`config.mk`:
```
export PLATFORM = sky130hd
export DESIGN_NAME = rename_table_flat
export DESIGN_NICKNAME = d
export VERILOG_FILES = /design/src/rtl/rename_table_if.sv /design/src/rtl/rename_table.sv /design/src/flat_wrapper.sv
export SDC_FILE = /design/constraint.sdc
export NUM_CORES = 1
export LEC_CHECK = 0
export ABC_CLOCK_PERIOD_IN_PS = 4400
export CAP_MARGIN = 0
export CORE_MARGIN = 3
export CORE_UTILIZATION = 46
export DETAILED_ROUTE_END_ITERATION = 10
export SETUP_SLACK_MARGIN = 0.3
export SLEW_MARGIN = 30
export SYNTH_ARGS = -nofsm -noshare
export SYNTH_HDL_FRONTEND = slang
export SYNTH_SLANG_ARGS = --single-unit
```
`constraint.sdc`:
```
create_clock -name clk -period 4.4 [get_ports clk]
set_input_delay 0.44 -clock clk [delete_from_list [all_inputs] [get_ports clk]]
set_output_delay 0.44 -clock clk [all_outputs]
set_load 0.005 [all_outputs]
```
`src/rtl/rename_table_if.sv`:
```
`default_nettype none
// ============================================================================
// Module      : rename_table_if
// Description : Decode, allocator, dispatch and commit signals of the rename
//               table grouped into one bundle.
// Revision    : 1.0 - initial release
// ============================================================================
interface rename_table_if #(
  parameter int TAG_W = 6
) ();

  logic                  flush;

  logic [1:0]            in_valid;
  logic                  in_ready;
  logic [1:0]            in_wr;
  logic [1:0][4:0]       in_rd;
  logic [1:0][4:0]       in_rs1;
  logic [1:0][4:0]       in_rs2;

  logic [1:0]            rename;
  logic [1:0]            name_valid;
  logic [1:0][TAG_W-1:0] name;

  logic [1:0]            out_valid;
  logic                  out_ready;
  logic [1:0][TAG_W-1:0] out_rd_tag;
  logic [1:0][TAG_W-1:0] out_rs1_tag;
  logic [1:0]            out_rs1_ren;
  logic [1:0][TAG_W-1:0] out_rs2_tag;
  logic [1:0]            out_rs2_ren;

  logic                  commit_valid;
  logic [4:0]            commit_rd;
  logic [TAG_W-1:0]      commit_tag;

  // Driver side: decode, allocator, dispatch and commit stimulus.
  modport master (
    output flush, in_valid, in_wr, in_rd, in_rs1, in_rs2, name_valid, name,
           out_ready, commit_valid, commit_rd, commit_tag,
    input  in_ready, rename, out_valid, out_rd_tag, out_rs1_tag, out_rs1_ren,
           out_rs2_tag, out_rs2_ren
  );

  // Rename table side.
  modport slave (
    input  flush, in_valid, in_wr, in_rd, in_rs1, in_rs2, name_valid, name,
           out_ready, commit_valid, commit_rd, commit_tag,
    output in_ready, rename, out_valid, out_rd_tag, out_rs1_tag, out_rs1_ren,
           out_rs2_tag, out_rs2_ren
  );

endinterface
`default_nettype wire

```
`src/rtl/rename_table.sv`:
```
`default_nettype none
// ============================================================================
// Module      : rename_table
// Description : Two-wide register alias table with intra-group bypass,
//               commit retirement, flush and one registered output stage.
// Revision    : 1.0 - initial release
// ============================================================================
module rename_table #(
  parameter int ARCH_REGS = 32,
  parameter int TAG_W     = 6
) (
  input  wire logic       clk,
  input  wire logic       reset_n,
  rename_table_if.slave   bus
);

  localparam int c_SLOTS = 2;

  // Alias table: tag storage needs no reset, only the mapped bits do.
  logic [TAG_W-1:0]            r_tag [ARCH_REGS];
  logic [ARCH_REGS-1:0]        r_mapped;

  logic [c_SLOTS-1:0]          r_out_valid;
  logic [c_SLOTS-1:0][TAG_W-1:0] r_out_rd_tag;
  logic [c_SLOTS-1:0][TAG_W-1:0] r_out_rs1_tag;
  logic [c_SLOTS-1:0][TAG_W-1:0] r_out_rs2_tag;
  logic [c_SLOTS-1:0]          r_out_rs1_ren;
  logic [c_SLOTS-1:0]          r_out_rs2_ren;

  logic [c_SLOTS-1:0]          w_need;
  logic                        w_live;
  logic                        w_in_ready;
  logic                        w_names_ok;
  logic                        w_accept;
  logic                        w_commit_hit;
  logic [c_SLOTS-1:0]          w_byp1;
  logic [c_SLOTS-1:0]          w_byp2;
  logic [c_SLOTS-1:0][TAG_W-1:0] w_rd_tag;
  logic [c_SLOTS-1:0][TAG_W-1:0] w_rs1_tag;
  logic [c_SLOTS-1:0][TAG_W-1:0] w_rs2_tag;
  logic [c_SLOTS-1:0]          w_rs1_ren;
  logic [c_SLOTS-1:0]          w_rs2_ren;

  // Reset and flush both freeze acceptance and clear speculative state.
  assign w_live     = reset_n & ~bus.flush;
  assign w_in_ready = ~(|r_out_valid) | bus.out_ready;
  assign w_names_ok = &(~w_need | bus.name_valid);
  assign w_accept   = (|bus.in_valid) & w_in_ready & w_live & w_names_ok;

  assign bus.in_ready = w_in_ready;
  assign bus.rename   = w_need & {c_SLOTS{w_in_ready & w_live}};

  // Slot 1 sees slot 0's destination as already renamed to name[0].
  assign w_byp1 = {w_need[0] & (bus.in_rs1[1] == bus.in_rd[0]), 1'b0};
  assign w_byp2 = {w_need[0] & (bus.in_rs2[1] == bus.in_rd[0]), 1'b0};

  for (genvar i = 0; i < c_SLOTS; i++) begin : g_slot
    assign w_need[i]   = bus.in_valid[i] & bus.in_wr[i] & (bus.in_rd[i] != 5'd0);
    assign w_rd_tag[i] = w_need[i] ? bus.name[i] : '0;

    assign w_rs1_ren[i] = w_byp1[i] |
                          ((bus.in_rs1[i] != 5'd0) & r_mapped[bus.in_rs1[i]]);
    assign w_rs1_tag[i] = w_byp1[i]                ? bus.name[0] :
                          (bus.in_rs1[i] != 5'd0)  ? r_tag[bus.in_rs1[i]] : '0;

    assign w_rs2_ren[i] = w_byp2[i] |
                          ((bus.in_rs2[i] != 5'd0) & r_mapped[bus.in_rs2[i]]);
    assign w_rs2_tag[i] = w_byp2[i]                ? bus.name[0] :
                          (bus.in_rs2[i] != 5'd0)  ? r_tag[bus.in_rs2[i]] : '0;
  end

  // A commit only retires the mapping if rd still points at the retiring tag.
  assign w_commit_hit = bus.commit_valid & (bus.commit_rd != 5'd0) &
                        r_mapped[bus.commit_rd] &
                        (r_tag[bus.commit_rd] == bus.commit_tag);

  // Later assignments win: commit clear, then slot 0 write, then slot 1.
  always_ff @(posedge clk) begin
    if (!w_live) begin
      r_mapped <= '0;
    end else begin
      if (w_commit_hit) begin
        r_mapped[bus.commit_rd] <= 1'b0;
      end
      if (w_accept && w_need[0]) begin
        r_mapped[bus.in_rd[0]] <= 1'b1;
      end
      if (w_accept && w_need[1]) begin
        r_mapped[bus.in_rd[1]] <= 1'b1;
      end
    end
  end

  always_ff @(posedge clk) begin
    if (w_accept && w_need[0]) begin
      r_tag[bus.in_rd[0]] <= bus.name[0];
    end
    if (w_accept && w_need[1]) begin
      r_tag[bus.in_rd[1]] <= bus.name[1];
    end
  end

  always_ff @(posedge clk) begin
    if (!reset_n) begin
      r_out_valid   <= '0;
      r_out_rd_tag  <= '0;
      r_out_rs1_tag <= '0;
      r_out_rs2_tag <= '0;
      r_out_rs1_ren <= '0;
      r_out_rs2_ren <= '0;
    end else if (bus.flush) begin
      r_out_valid <= '0;
    end else if (w_accept) begin
      r_out_valid   <= bus.in_valid;
      r_out_rd_tag  <= w_rd_tag;
      r_out_rs1_tag <= w_rs1_tag;
      r_out_rs2_tag <= w_rs2_tag;
      r_out_rs1_ren <= w_rs1_ren;
      r_out_rs2_ren <= w_rs2_ren;
    end else if (bus.out_ready) begin
      r_out_valid <= '0;
    end
  end

  assign bus.out_valid   = r_out_valid;
  assign bus.out_rd_tag  = r_out_rd_tag;
  assign bus.out_rs1_tag = r_out_rs1_tag;
  assign bus.out_rs2_tag = r_out_rs2_tag;
  assign bus.out_rs1_ren = r_out_rs1_ren;
  assign bus.out_rs2_ren = r_out_rs2_ren;

endmodule
`default_nettype wire
```
`src/flat_wrapper.sv`:
```
// flat-port wrapper written by rule: the top's interface ports become plain ports
module rename_table_flat 
#(
  parameter int ARCH_REGS = 32,
  parameter int TAG_W     = 6
)
  (clk, reset_n, bus_flush, bus_in_valid, bus_in_wr, bus_in_rd, bus_in_rs1, bus_in_rs2, bus_name_valid, bus_name, bus_out_ready, bus_commit_valid, bus_commit_rd, bus_commit_tag, bus_in_ready, bus_rename, bus_out_valid, bus_out_rd_tag, bus_out_rs1_tag, bus_out_rs1_ren, bus_out_rs2_tag, bus_out_rs2_ren);
  rename_table_if #(.TAG_W(TAG_W)) bus_i ();
  input  wire logic clk;
  input  wire logic reset_n;
  input wire logic [$bits(bus_i.flush)-1:0] bus_flush;
  input wire logic [$bits(bus_i.in_valid)-1:0] bus_in_valid;
  input wire logic [$bits(bus_i.in_wr)-1:0] bus_in_wr;
  input wire logic [$bits(bus_i.in_rd)-1:0] bus_in_rd;
  input wire logic [$bits(bus_i.in_rs1)-1:0] bus_in_rs1;
  input wire logic [$bits(bus_i.in_rs2)-1:0] bus_in_rs2;
  input wire logic [$bits(bus_i.name_valid)-1:0] bus_name_valid;
  input wire logic [$bits(bus_i.name)-1:0] bus_name;
  input wire logic [$bits(bus_i.out_ready)-1:0] bus_out_ready;
  input wire logic [$bits(bus_i.commit_valid)-1:0] bus_commit_valid;
  input wire logic [$bits(bus_i.commit_rd)-1:0] bus_commit_rd;
  input wire logic [$bits(bus_i.commit_tag)-1:0] bus_commit_tag;
  output wire logic [$bits(bus_i.in_ready)-1:0] bus_in_ready;
  output wire logic [$bits(bus_i.rename)-1:0] bus_rename;
  output wire logic [$bits(bus_i.out_valid)-1:0] bus_out_valid;
  output wire logic [$bits(bus_i.out_rd_tag)-1:0] bus_out_rd_tag;
  output wire logic [$bits(bus_i.out_rs1_tag)-1:0] bus_out_rs1_tag;
  output wire logic [$bits(bus_i.out_rs1_ren)-1:0] bus_out_rs1_ren;
  output wire logic [$bits(bus_i.out_rs2_tag)-1:0] bus_out_rs2_tag;
  output wire logic [$bits(bus_i.out_rs2_ren)-1:0] bus_out_rs2_ren;
  assign bus_i.flush = bus_flush;
  assign bus_i.in_valid = bus_in_valid;
  assign bus_i.in_wr = bus_in_wr;
  assign bus_i.in_rd = bus_in_rd;
  assign bus_i.in_rs1 = bus_in_rs1;
  assign bus_i.in_rs2 = bus_in_rs2;
  assign bus_i.name_valid = bus_name_valid;
  assign bus_i.name = bus_name;
  assign bus_i.out_ready = bus_out_ready;
  assign bus_i.commit_valid = bus_commit_valid;
  assign bus_i.commit_rd = bus_commit_rd;
  assign bus_i.commit_tag = bus_commit_tag;
  assign bus_in_ready = bus_i.in_ready;
  assign bus_rename = bus_i.rename;
  assign bus_out_valid = bus_i.out_valid;
  assign bus_out_rd_tag = bus_i.out_rd_tag;
  assign bus_out_rs1_tag = bus_i.out_rs1_tag;
  assign bus_out_rs1_ren = bus_i.out_rs1_ren;
  assign bus_out_rs2_tag = bus_i.out_rs2_tag;
  assign bus_out_rs2_ren = bus_i.out_rs2_ren;
  rename_table #(.ARCH_REGS(ARCH_REGS), .TAG_W(TAG_W)) u_core (.clk(clk), .reset_n(reset_n), .bus(bus_i));
endmodule
```
==> impl_metrics.env, run 1 <==
export IMPL_result_of_the_run="completed"
export IMPL_final_period_utilization_pct=80.7
export IMPL_cellLeakagePower_nw=8.26
export IMPL_dp_final_hpwl_um=69500
export IMPL_synth_top_area_cell="sky130_fd_sc_hd__mux4_2"
export IMPL_crit_reg2reg_launch="u_core.bus.out_valid[1]$_SDFFE_PN0P_"
export IMPL_placed_area_mm2=0.0233
export IMPL_max_freq_ghz=0.282
export IMPL_ys_dominant_reg_cell="sky130_fd_sc_hd__edfxtp_1"
export IMPL_fin_hold_ws_ps=462
export IMPL_synth_top_family_by_area="multiplexers"
export IMPL_cell_with_the_largest_stage_delay_on_the_worst_path="sky130_fd_sc_hd__clkdlybuf4s50_1"
export IMPL_cts_repair_timing_setup_buffer_count=0
export IMPL_drt_wirelength_per_cell_um=40.6
export IMPL_clock_period_minus_final_worst_setup_slack_ps=3550
export IMPL_worstSkewPairLatency_ps=600
export IMPL_max_clock_path_buffers=3
export IMPL_setup_repair_after_global_routing_missed_its_margin="no"
export IMPL_synth_seq_cells=266
export IMPL_critical_path_startpoint_type="input port"
export IMPL_final_design_area_no_fill_mm2=0.0243
export IMPL_yosys_mux_area_fraction_pct=45.8
export IMPL_cts_htree_levels=1
export IMPL_route_met2_wl_um=40100
export IMPL_layout_commonest_cell="sky130_fd_sc_hd__mux4_2"
export IMPL_post_synth_inst_count=1627
export IMPL_floorplan_die_height_um=221
export IMPL_topRoutingLayerUsed="met5"
export IMPL_multi_input_gate_area_mm2=0.0133
export IMPL_final_max_slew_viol_count=0
export IMPL_postRouteWirelength_um=94300
export IMPL_antenna_violations_before_repair=3
export IMPL_setup_worst_path_start="bus_commit_rd[4]"
export IMPL_synth_cell_type_count=64
export IMPL_areaGrowthSynthToFinish_pct=13.9
export IMPL_ir_drop_uv=319
export IMPL_ff_latch_area_mm2=0.00725
export IMPL_power_total_mw=6.58
export IMPL_drt_iter0_drc=3670
export IMPL_crit_family="simple AND/OR/NAND/NOR gates"
export IMPL_place_gp_congestion=1.02
export IMPL_synth_seq_area_share_pct=33.9
export IMPL_cp_data_arrival_time_ps=4000
export IMPL_grt_ovfl_total=0
export IMPL_slowest_delay_ps=720
export IMPL_cp_num_buf_inv=2
export IMPL_worst_path_max_fanout=15
export IMPL_count_of_flip_flops_with_a_built_in_enable_after_synthesis=192
export IMPL_floorplan_io_pins=109
export IMPL_drt_pre_antenna_iters=8
export IMPL_chain_of_cells_forming_the_critical_path="clkdlybuf4s50_1 -> buf_4 -> nand4b_1 -> o22ai_1 -> nor4_1 -> and3_1 -> or4_4 -> nor4_4 -> a21oi_1"
export IMPL_floorplan_die_area_mm2=0.0490
export IMPL_met3_length_um=13500
export IMPL_arithmetic_cell_share_of_the_synthesized_area_counting_full_adders_half_adders_and_majority_gates_pct=0
export IMPL_hp_class="flop to flop"
export IMPL_post_synth_and_or_nand_nor_area_fraction_pct=8.06
export IMPL_vias=17655
export IMPL_fraction_of_the_mapped_netlist_area_in_compound_gates_pct=7.79
export IMPL_critical_hold_path_startpoint="u_core.bus.out_rd_tag[3]$_SDFFE_PN0P_"
export IMPL_post_synth_main_area_contributors="sky130_fd_sc_hd__mux4_2 29%, sky130_fd_sc_hd__edfxtp_1 27%, sky130_fd_sc_hd__mux2_2 9.9%"
export IMPL_layout_filler_cells=3865
export IMPL_first_global_vias=16369
export IMPL_setup_slack_ps=850
export IMPL_top_library_cells_by_usage_in_the_layout_fill_and_taps_aside="278 x sky130_fd_sc_hd__mux4_2, 192 x sky130_fd_sc_hd__edfxtp_1, 188 x sky130_fd_sc_hd__mux2_2, 140 x sky130_fd_sc_hd__mux2i_1, 109 x sky130_fd_sc_hd__buf_4"
export IMPL_layout_nets=1760
export IMPL_coreArea_mm2=0.0456
export IMPL_power_density_mw_per_mm2=270
export IMPL_synth_largest_type_area_fraction_pct=29.3
export IMPL_crit_type="input port to flop"
export IMPL_global_route_usage_total_pct=37.6
export IMPL_grt_max_degree=47
export IMPL_hold_viol=0
export IMPL_slew_headroom_pct=24.3
export IMPL_rows=78
export IMPL_root_buffer="sky130_fd_sc_hd__clkbuf_16"
export IMPL_numClockSinks=266
export IMPL_avgSynthCellArea_um2=13.1
export IMPL_cts_buffers_inserted=30
export IMPL_pre_cts_ws_ps=-36.0
export IMPL_cts_reportedPaths_clkPinSlew_ps=60
export IMPL_ant_nets=0
export IMPL_drt_vias_per_instance=7.61
export IMPL_synth_area_mm2=0.0214
export IMPL_max_cap_viol_count=0
export IMPL_critPathRequiredTime_ps=4850
export IMPL_tritoncts="built"
export IMPL_yosysWarningCount=0
export IMPL_grt_first_pass_wirelength_um=131000
export IMPL_floorplan_initialDensity_pct=46.9
export IMPL_finalSetupViolations=0
export IMPL_die_width_um=221
export IMPL_route_detailed_drc=0
export IMPL_end_kind="flop"
export IMPL_fraction_of_final_layout_cells_with_drive_strength_greater_than_1_pct=39.1
export IMPL_worst_clock_skew_ps=15.3
export IMPL_port_buffers=108
export IMPL_finalSetupTns_ps=0
export IMPL_ys_async_sr_fraction_pct=0
export IMPL_detail_route_wirelength_met1_um=34900
export IMPL_worst_slew_pin_slew_ps=1130
export IMPL_synth_xor_xnor_area_share_pct=0.451
## report_power, final
part / internal, mW / total [mW] / switching [mW]
clock: 1.47 / 2.60 / 1.13
sequential: 2.71 / 2.73 / 0.0212
combinational: 0.531 / 1.25 / 0.720
total: 4.71 / 6.58 / 1.87
## final cells by class
cell class	instances	area share (%)
diodes	1	0.0103
clock buffers	38	3.30
clock inverters	18	0.772
inverters	19	0.293
multi-input cells	1157	54.7
flip-flops and latches	266	29.8
well taps	600	3.09
repair buffers	222	8.06
## logic make-up (layout without fill, tap and decap cells)
| kind of cell | count (synthesis) | after routing |
|---|---|---|
| compound gates | 261 | 261 |
| xor+xnor | 11 | 11 |
| buf+inv | 209 | 297 |
| flops | 266 | 266 |
| mux | 606 | 606 |
| other cells | 1 | 7 |
| simple gates | 273 | 273 |
## synthesized netlist by cell type, types with 4 or more instances
cell type                  instances
sky130_fd_sc_hd__buf_1            37
sky130_fd_sc_hd__and2_1           19
sky130_fd_sc_hd__nand3_1          37
sky130_fd_sc_hd__nand4_1           8
sky130_fd_sc_hd__o21ai_0          60
sky130_fd_sc_hd__buf_4             6
sky130_fd_sc_hd__nor3_1            8
sky130_fd_sc_hd__inv_1            18
sky130_fd_sc_hd__o22ai_1          74
sky130_fd_sc_hd__a21oi_1          42
sky130_fd_sc_hd__nor2_1           55
sky130_fd_sc_hd__nand2_1          53
sky130_fd_sc_hd__nand4b_1          4
sky130_fd_sc_hd__o211a_1          12
sky130_fd_sc_hd__mux4_2          278
sky130_fd_sc_hd__o32ai_1           5
sky130_fd_sc_hd__or4_1             9
sky130_fd_sc_hd__buf_2            20
sky130_fd_sc_hd__a41o_1            4
sky130_fd_sc_hd__or4bb_1           4
sky130_fd_sc_hd__nor4_4           14
sky130_fd_sc_hd__a31oi_1          15
sky130_fd_sc_hd__o31ai_1           5
sky130_fd_sc_hd__and3_1            5
sky130_fd_sc_hd__nor4_1           19
sky130_fd_sc_hd__a21o_1           13
sky130_fd_sc_hd__or4b_1            5
sky130_fd_sc_hd__xor2_1            5
sky130_fd_sc_hd__edfxtp_1        192
sky130_fd_sc_hd__xnor2_1           6
sky130_fd_sc_hd__mux2i_1         140
sky130_fd_sc_hd__nor2b_1          11
sky130_fd_sc_hd__dfxtp_1          74
sky130_fd_sc_hd__clkbuf_1        124
sky130_fd_sc_hd__a21boi_0         12
sky130_fd_sc_hd__a41oi_1           4
sky130_fd_sc_hd__mux2_2          188
## worst reg2reg max path, delay by kind of cell, from the launching register on
kind	cells	cell delay [ps]
AOI/OAI and AO/OA	4	1330
buffers and inverters	2	740
and+or+nand+nor	1	600
DFF	1	320
## flip-flops by register name, indices dropped and copies added (netlist names)
register and flops:
u_core.r_mapped 32, u_core.bus.out_rs2_tag 12, u_core.bus.out_rs1_ren 2, u_core.r_tag 192, u_core.bus.out_rd_tag 12, u_core.bus.out_rs1_tag 12, u_core.bus.out_valid 2, u_core.bus.out_rs2_ren 2
## path summary, 6_finish.rpt
check	to	slack, ps	depth (start not counted)
setup / recovery	u_core.r_mapped[8]$_SDFF_PN0_	850	9
hold / removal	u_core.bus.out_rd_tag[3]$_SDFFE_PN0P_	460	2
setup reg to reg	u_core.r_tag[3][5]$_DFFE_PP_	1130	7
hold reg to reg	u_core.bus.out_rd_tag[3]$_SDFFE_PN0P_	460	2
## metrics by stage
stage	instances	utilization, %
floorplan	1632	-
global placement	2264	51.2
detailed placement	2264	51.2
CTS	2320	53.3
global route	2320	53.4
finish	2321	53.4
## repair_timing
item	4_1_cts	5_1_grt
resized for setup	0	1
setup endpoints to repair	0	6
hold buffers	0	0
## layer usage
metal | global-route usage, % | up-vias
li1 | - | 6870
met1 | 52.2 | 8916
met2 | 54.2 | 1597
met3 | 11.4 | 270
met4 | 17.8 | 2
met5 | 0 | -
(Power assumes the default switching activity.)
==> inputs of run 2 (changes only) <==
--- a/config.mk
+++ b/config.mk
@@ -5,11 +5,12 @@
 export SDC_FILE = /design/constraint.sdc
 export NUM_CORES = 1
 export LEC_CHECK = 0
-export ABC_CLOCK_PERIOD_IN_PS = 4400
+export ABC_CLOCK_PERIOD_IN_PS = 2900
 export CAP_MARGIN = 0
 export CORE_MARGIN = 3
 export CORE_UTILIZATION = 46
 export DETAILED_ROUTE_END_ITERATION = 10
+export PLACE_DENSITY = 0.66
 export SETUP_SLACK_MARGIN = 0.3
 export SLEW_MARGIN = 30
 export SYNTH_ARGS = -nofsm -noshare
==> constraint.sdc (replaced) <==
create_clock -name clk -period 2.9 [get_ports clk]
set_input_delay 0.29 -clock clk [delete_from_list [all_inputs] [get_ports clk]]
set_output_delay 0.29 -clock clk [all_outputs]
set_load 0.005 [all_outputs]
==> impl_metrics.env, run 2 (same netlist as run 1, synthesis figures left out) <==
export IMPL_power_density_mw_per_mm2=364
export IMPL_ir_drop_uv=495
export IMPL_pre_cts_ws_ps=-545
export IMPL_worst_path_max_fanout=8
export IMPL_layout_nets=2044
export IMPL_final_max_slew_viol_count=0
export IMPL_first_global_vias=17998
export IMPL_max_ffs_per_register=192
export IMPL_grt_max_degree=42
export IMPL_ff2ff_path_depth=9
export IMPL_setup_slack_ps=203
export IMPL_postRouteWirelength_um=99800
export IMPL_setup_worst_path_start="u_core.r_tag[9][1]$_DFFE_PP_"
export IMPL_numClockSinks=266
export IMPL_hold_viol=0
export IMPL_floorplan_initialDensity_pct=46.9
export IMPL_slew_headroom_pct=47.7
export IMPL_cts_htree_levels=1
export IMPL_ant_nets=0
export IMPL_ctsHoldBuffers=0
export IMPL_end_kind="flop"
export IMPL_die_width_um=221
export IMPL_floorplan_io_pins=109
export IMPL_max_cap_viol_count=0
export IMPL_vias=18948
export IMPL_setup_repair_after_global_routing_missed_its_margin="yes"
export IMPL_cts_reportedPaths_clkPinSlew_ps=60
export IMPL_drt_wirelength_per_cell_um=38.3
export IMPL_worst_slew_pin_slew_ps=784
export IMPL_areaGrowthSynthToFinish_pct=31.6
export IMPL_diodes=0
export IMPL_chain_of_cells_forming_the_critical_path="mux2i_1 -> buf_4 -> o22ai_2 -> nor4_4 -> a21oi_1 -> or4_4 -> nor4_4 -> buf_6 -> a31oi_1"
export IMPL_dp_final_hpwl_um=74300
export IMPL_top_library_cells_by_usage_in_the_layout_fill_and_taps_aside="315 x sky130_fd_sc_hd__buf_4, 278 x sky130_fd_sc_hd__mux4_2, 192 x sky130_fd_sc_hd__edfxtp_1, 147 x sky130_fd_sc_hd__mux2_2, 122 x sky130_fd_sc_hd__mux2i_1"
export IMPL_worst_clock_skew_ps=21.0
export IMPL_place_gp_congestion=1.05
export IMPL_floorplan_die_area_mm2=0.0490
export IMPL_crit_path_frequent_cell="sky130_fd_sc_hd__nor4_4"
export IMPL_critPathRequiredTime_ps=3390
export IMPL_drt_vias_per_instance=7.27
export IMPL_cp_data_arrival_time_ps=3190
export IMPL_antenna_violations_before_repair=2
export IMPL_root_buffer="sky130_fd_sc_hd__clkbuf_16"
export IMPL_hp_class="flop to flop"
export IMPL_fraction_of_final_layout_cells_with_drive_strength_greater_than_1_pct=52.5
export IMPL_rows=78
export IMPL_grt_ovfl_total=0
export IMPL_route_detailed_drc=0
export IMPL_drt_iter0_drc=2907
export IMPL_result_of_the_run="completed"
export IMPL_layout_commonest_cell="sky130_fd_sc_hd__buf_4"
export IMPL_critical_path_startpoint_type="flop"
export IMPL_coreArea_mm2=0.0456
export IMPL_crit_reg2reg_launch="u_core.r_tag[9][1]$_DFFE_PP_"
export IMPL_finalSetupViolations=0
export IMPL_power_total_mw=10.2
export IMPL_max_clock_path_buffers=3
export IMPL_cts_buffers_inserted=31
export IMPL_floorplan_die_height_um=221
export IMPL_core_util_final_pct=61.7
export IMPL_rrSetupSlack_ps=200
export IMPL_slowest_delay_ps=580
export IMPL_clock_period_minus_final_worst_setup_slack_ps=2700
export IMPL_tritoncts="built"
export IMPL_final_period_utilization_pct=93.0
export IMPL_global_route_usage_total_pct=39.5
export IMPL_crit_reg2reg_capture="u_core.r_mapped[1]$_SDFF_PN0_"
export IMPL_crit_path_end="u_core.r_mapped[1]$_SDFF_PN0_"
export IMPL_cell_with_the_largest_stage_delay_on_the_worst_path="sky130_fd_sc_hd__edfxtp_1"
export IMPL_layout_filler_cells=3581
export IMPL_fin_hold_ws_ps=465
export IMPL_drt_pre_antenna_iters=5
export IMPL_max_freq_ghz=0.371
export IMPL_worstSkewPairLatency_ps=610
export IMPL_grt_first_pass_wirelength_um=139000
export IMPL_cellLeakagePower_nw=10.1
export IMPL_crit_type="flop to flop"
export IMPL_port_buffers=108
-- run 2: layout make-up --
cell class              count  area, um2  area share [%]
clock buffers              38        843            3.00
clock inverters            20        146           0.521
inverters                  19       71.3           0.254
multi-input cells        1157      14100            50.3
flip-flops and latches    266       7250            25.8
well taps                 600        751            2.67
repair buffers            505       4910            17.5
-- run 2: worst max-delay path: cells and delay by family, from the launching register on --
kind | cells | cell delay (ps)
simple gates | 3 | 1070
flops | 1 | 580
mux | 1 | 320
buf+inv | 2 | 350
compound gates | 3 | 270
-- run 2: worst min path at each step --
stage / from / to / slack, ps / cells past startpoint
final: u_core.bus.out_rd_tag[11]$_SDFFE_PN0P_ / u_core.bus.out_rd_tag[11]$_SDFFE_PN0P_ / 470 / 2
after global routing: u_core.bus.out_rd_tag[6]$_SDFFE_PN0P_ / u_core.bus.out_rd_tag[6]$_SDFFE_PN0P_ / 490 / 2
after CTS: u_core.bus.out_rd_tag[11]$_SDFFE_PN0P_ / u_core.bus.out_rd_tag[11]$_SDFFE_PN0P_ / 470 / 2
after detailed placement: u_core.bus.out_rd_tag[11]$_SDFFE_PN0P_ / u_core.bus.out_rd_tag[11]$_SDFFE_PN0P_ / 460 / 2
after global placement: u_core.bus.out_rd_tag[10]$_SDFFE_PN0P_ / u_core.bus.out_rd_tag[10]$_SDFFE_PN0P_ / 450 / 2
after floorplan: bus_in_valid[0] / u_core.bus.out_valid[0]$_SDFFE_PN0P_ / 430 / 2
-- run 2: report_power, final --
group	switching, mW	internal (mW)	total, mW
clock	1.73	2.16	3.89
sequential	0.0334	4.11	4.14
combinational	1.14	1.05	2.20
total	2.90	7.32	10.2
-- run 2: timing repair --
action	CTS	global route
pin swaps	17	13
cloned	2	1
setup buffers	29	24
gates resized for setup	62	62
endpoints found under the setup margin	84	147
-- run 2: layer usage --
layer	vias up	routed length, um	track usage (%)
met1	9663	37600	55.7
met2	1568	42800	56.8
met5	-	11	0
li1	7448	-	-
met4	2	5500	17.0
met3	267	13900	12.0
-- run 2: per-stage QoR --
stage | instance area [um2] | TNS (ps) | std cells
2_1_floorplan | 21900 | 0 | 1632
3_3_place_gp | 26100 | -59910 | 2491
3_5_place_dp | 26100 | -66420 | 2491
4_1_cts | 27600 | 0 | 2580
5_1_grt | 28100 | 0 | 2605
6_report | 28100 | 0 | 2605
==> inputs of run 3 (changes only) <==
--- a/config.mk
+++ b/config.mk
@@ -7,6 +7,7 @@
 export LEC_CHECK = 0
 export ABC_CLOCK_PERIOD_IN_PS = 2900
 export CAP_MARGIN = 0
+export CORE_ASPECT_RATIO = 1.4
 export CORE_MARGIN = 3
 export CORE_UTILIZATION = 46
 export DETAILED_ROUTE_END_ITERATION = 10
==> impl_metrics.env, run 3 (same netlist as run 1, synthesis figures left out) <==
export IMPL_result_of_the_run="completed"
export IMPL_floorplan_die_area_mm2=0.0491
export IMPL_crit_type="flop to flop"
export IMPL_top_library_cells_by_usage_in_the_layout_fill_and_taps_aside="278 x sky130_fd_sc_hd__mux4_2, 255 x sky130_fd_sc_hd__buf_4, 192 x sky130_fd_sc_hd__edfxtp_1, 152 x sky130_fd_sc_hd__mux2_2, 119 x sky130_fd_sc_hd__mux2i_1"
export IMPL_max_freq_ghz=0.378
export IMPL_antenna_violations_before_repair=2
export IMPL_worst_clock_skew_ps=28.9
export IMPL_final_period_utilization_pct=91.3
export IMPL_coreArea_mm2=0.0455
export IMPL_cts_buffers_inserted=29
export IMPL_setup_slack_ps=251
export IMPL_power_density_mw_per_mm2=366
export IMPL_pre_cts_ws_ps=-518
export IMPL_port_buffers=108
export IMPL_floorplan_die_height_um=261
export IMPL_max_clock_path_buffers=3
export IMPL_critical_path_startpoint_type="flop"
export IMPL_switching_share_pct=27.9
export IMPL_die_width_um=188
export IMPL_route_detailed_drc=0
export IMPL_vias=18370
export IMPL_layout_commonest_cell="sky130_fd_sc_hd__mux4_2"
export IMPL_layout_nets=1964
export IMPL_place_gp_congestion=1.14
export IMPL_global_route_usage_total_pct=37.8
export IMPL_ff_latch_area_mm2=0.00725
export IMPL_max_cap_viol_count=0
export IMPL_slew_headroom_pct=40.9
export IMPL_p_int_mw=7.19
export IMPL_drt_wirelength_per_cell_um=37.1
export IMPL_final_max_slew_viol_count=0
export IMPL_worst_slew_pin_slew_ps=884
export IMPL_setup_repair_after_global_routing_missed_its_margin="yes"
export IMPL_floorplan_initialDensity_pct=47.0
export IMPL_worstSkewPairLatency_ps=590
export IMPL_power_share_combinational_pct=20.9
export IMPL_grt_ovfl_total=0
export IMPL_cts_reportedPaths_clkPinSlew_ps=70
export IMPL_worst_path_max_fanout=8
export IMPL_multi_input_gate_area_mm2=0.0140
export IMPL_cellLeakagePower_nw=9.70
export IMPL_drt_vias_per_instance=7.24
export IMPL_cts_htree_levels=1
export IMPL_fraction_of_final_layout_cells_with_drive_strength_greater_than_1_pct=50.0
export IMPL_floorplan_io_pins=109
export IMPL_postRouteWirelength_um=94100
export IMPL_tritoncts="built"
export IMPL_layout_filler_cells=3570
export IMPL_placed_area_mm2=0.0255
export IMPL_hold_viol=0
export IMPL_final_design_area_no_fill_mm2=0.0273
export IMPL_max_ffs_per_register=192
export IMPL_core_util_final_pct=60.0
export IMPL_place_inst=2437
export IMPL_areaGrowthSynthToFinish_pct=27.8
export IMPL_ir_drop_uv=466
export IMPL_root_buffer="sky130_fd_sc_hd__clkbuf_16"
export IMPL_dp_final_hpwl_um=70800
export IMPL_fin_cells=2536
export IMPL_critPathRequiredTime_ps=3340
export IMPL_power_clock_fraction_pct=37.6
export IMPL_numClockSinks=266
export IMPL_ant_nets=0
export IMPL_grt_first_pass_wirelength_um=132000
export IMPL_drt_iter0_drc=2779
export IMPL_rows=92
export IMPL_cp_data_arrival_time_ps=3090
export IMPL_first_global_vias=17808
export IMPL_clock_period_minus_final_worst_setup_slack_ps=2650
export IMPL_finalSetupViolations=0
export IMPL_end_kind="flop"
export IMPL_hp_class="flop to flop"
export IMPL_power_share_sequential_pct=41.5
export IMPL_power_switching_mw=2.79
export IMPL_fin_hold_ws_ps=461
export IMPL_grt_max_degree=42
export IMPL_drt_pre_antenna_iters=6
-- run 3: metal layers --
layer	up-vias	track usage, %	wire length (um)
met3	365	7.54	10900
met5	-	0	0
li1	7281	-	-
met4	0	25.6	8210
met2	1496	60.0	43400
met1	9228	46.9	31600
-- run 3: final timing paths --
path                                                from                                     end  cells past startpoint  slack, ps
setup / recovery           u_core.r_tag[15][1]$_DFFE_PP_          u_core.r_mapped[23]$_SDFF_PN0_                      9        250
hold / removal    u_core.bus.out_rd_tag[10]$_SDFFE_PN0P_  u_core.bus.out_rd_tag[10]$_SDFFE_PN0P_                      2        460
setup reg to reg           u_core.r_tag[15][1]$_DFFE_PP_          u_core.r_mapped[23]$_SDFF_PN0_                      9        250
hold reg to reg   u_core.bus.out_rd_tag[10]$_SDFFE_PN0P_  u_core.bus.out_rd_tag[10]$_SDFFE_PN0P_                      2        460
-- run 3: through the flow --
stage | power, mW | setup TNS [ps]
3_3_place_gp | 6.17 | -48350
4_1_cts | 9.96 | 0
2_1_floorplan | 5.40 | 0
3_5_place_dp | 6.20 | -59420
6_report | 9.98 | 0
5_1_grt | 10.2 | 0
-- run 3: worst max-delay path: stages, from the launching register on --
cell and delay [ps]:
sky130_fd_sc_hd__edfxtp_1 500, sky130_fd_sc_hd__mux2i_2 300, sky130_fd_sc_hd__o22ai_1 150, sky130_fd_sc_hd__nor4_2 310, sky130_fd_sc_hd__a21oi_1 110, sky130_fd_sc_hd__or4_4 550, sky130_fd_sc_hd__buf_4 170, sky130_fd_sc_hd__nor4_4 150
sky130_fd_sc_hd__buf_6 170, sky130_fd_sc_hd__a31oi_1 80
-- run 3: layout make-up --
type                       count  area share (%)
sequential                   266            26.5
timing repair buffer         427            15.4
inverter                      19           0.261
antenna                        2          0.0183
clock inverter                15           0.417
clock buffer                  39            3.10
tap                          611            2.80
multi-input combinational   1157            51.5
-- run 3: repair_timing --
item                       CTS  global route
setup endpoints to repair   81            52
setup buffers               14            25
pin swaps                   14            12
gates cloned                 2             2
resized for setup           53            43
hold buffers                 0             0
-- run 3: power by group through the flow --
| stage | clock [mW] | combinational (mW) | sequential (mW) |
|---|---|---|---|
| finish | 3.76 | 2.08 | 4.14 |
| global route | 3.94 | 2.15 | 4.14 |
| CTS | 3.81 | 2.01 | 4.14 |
| detailed placement | 0 | 1.98 | 4.22 |
| global placement | 0 | 1.96 | 4.22 |
| floorplan | 0 | 1.18 | 4.21 |
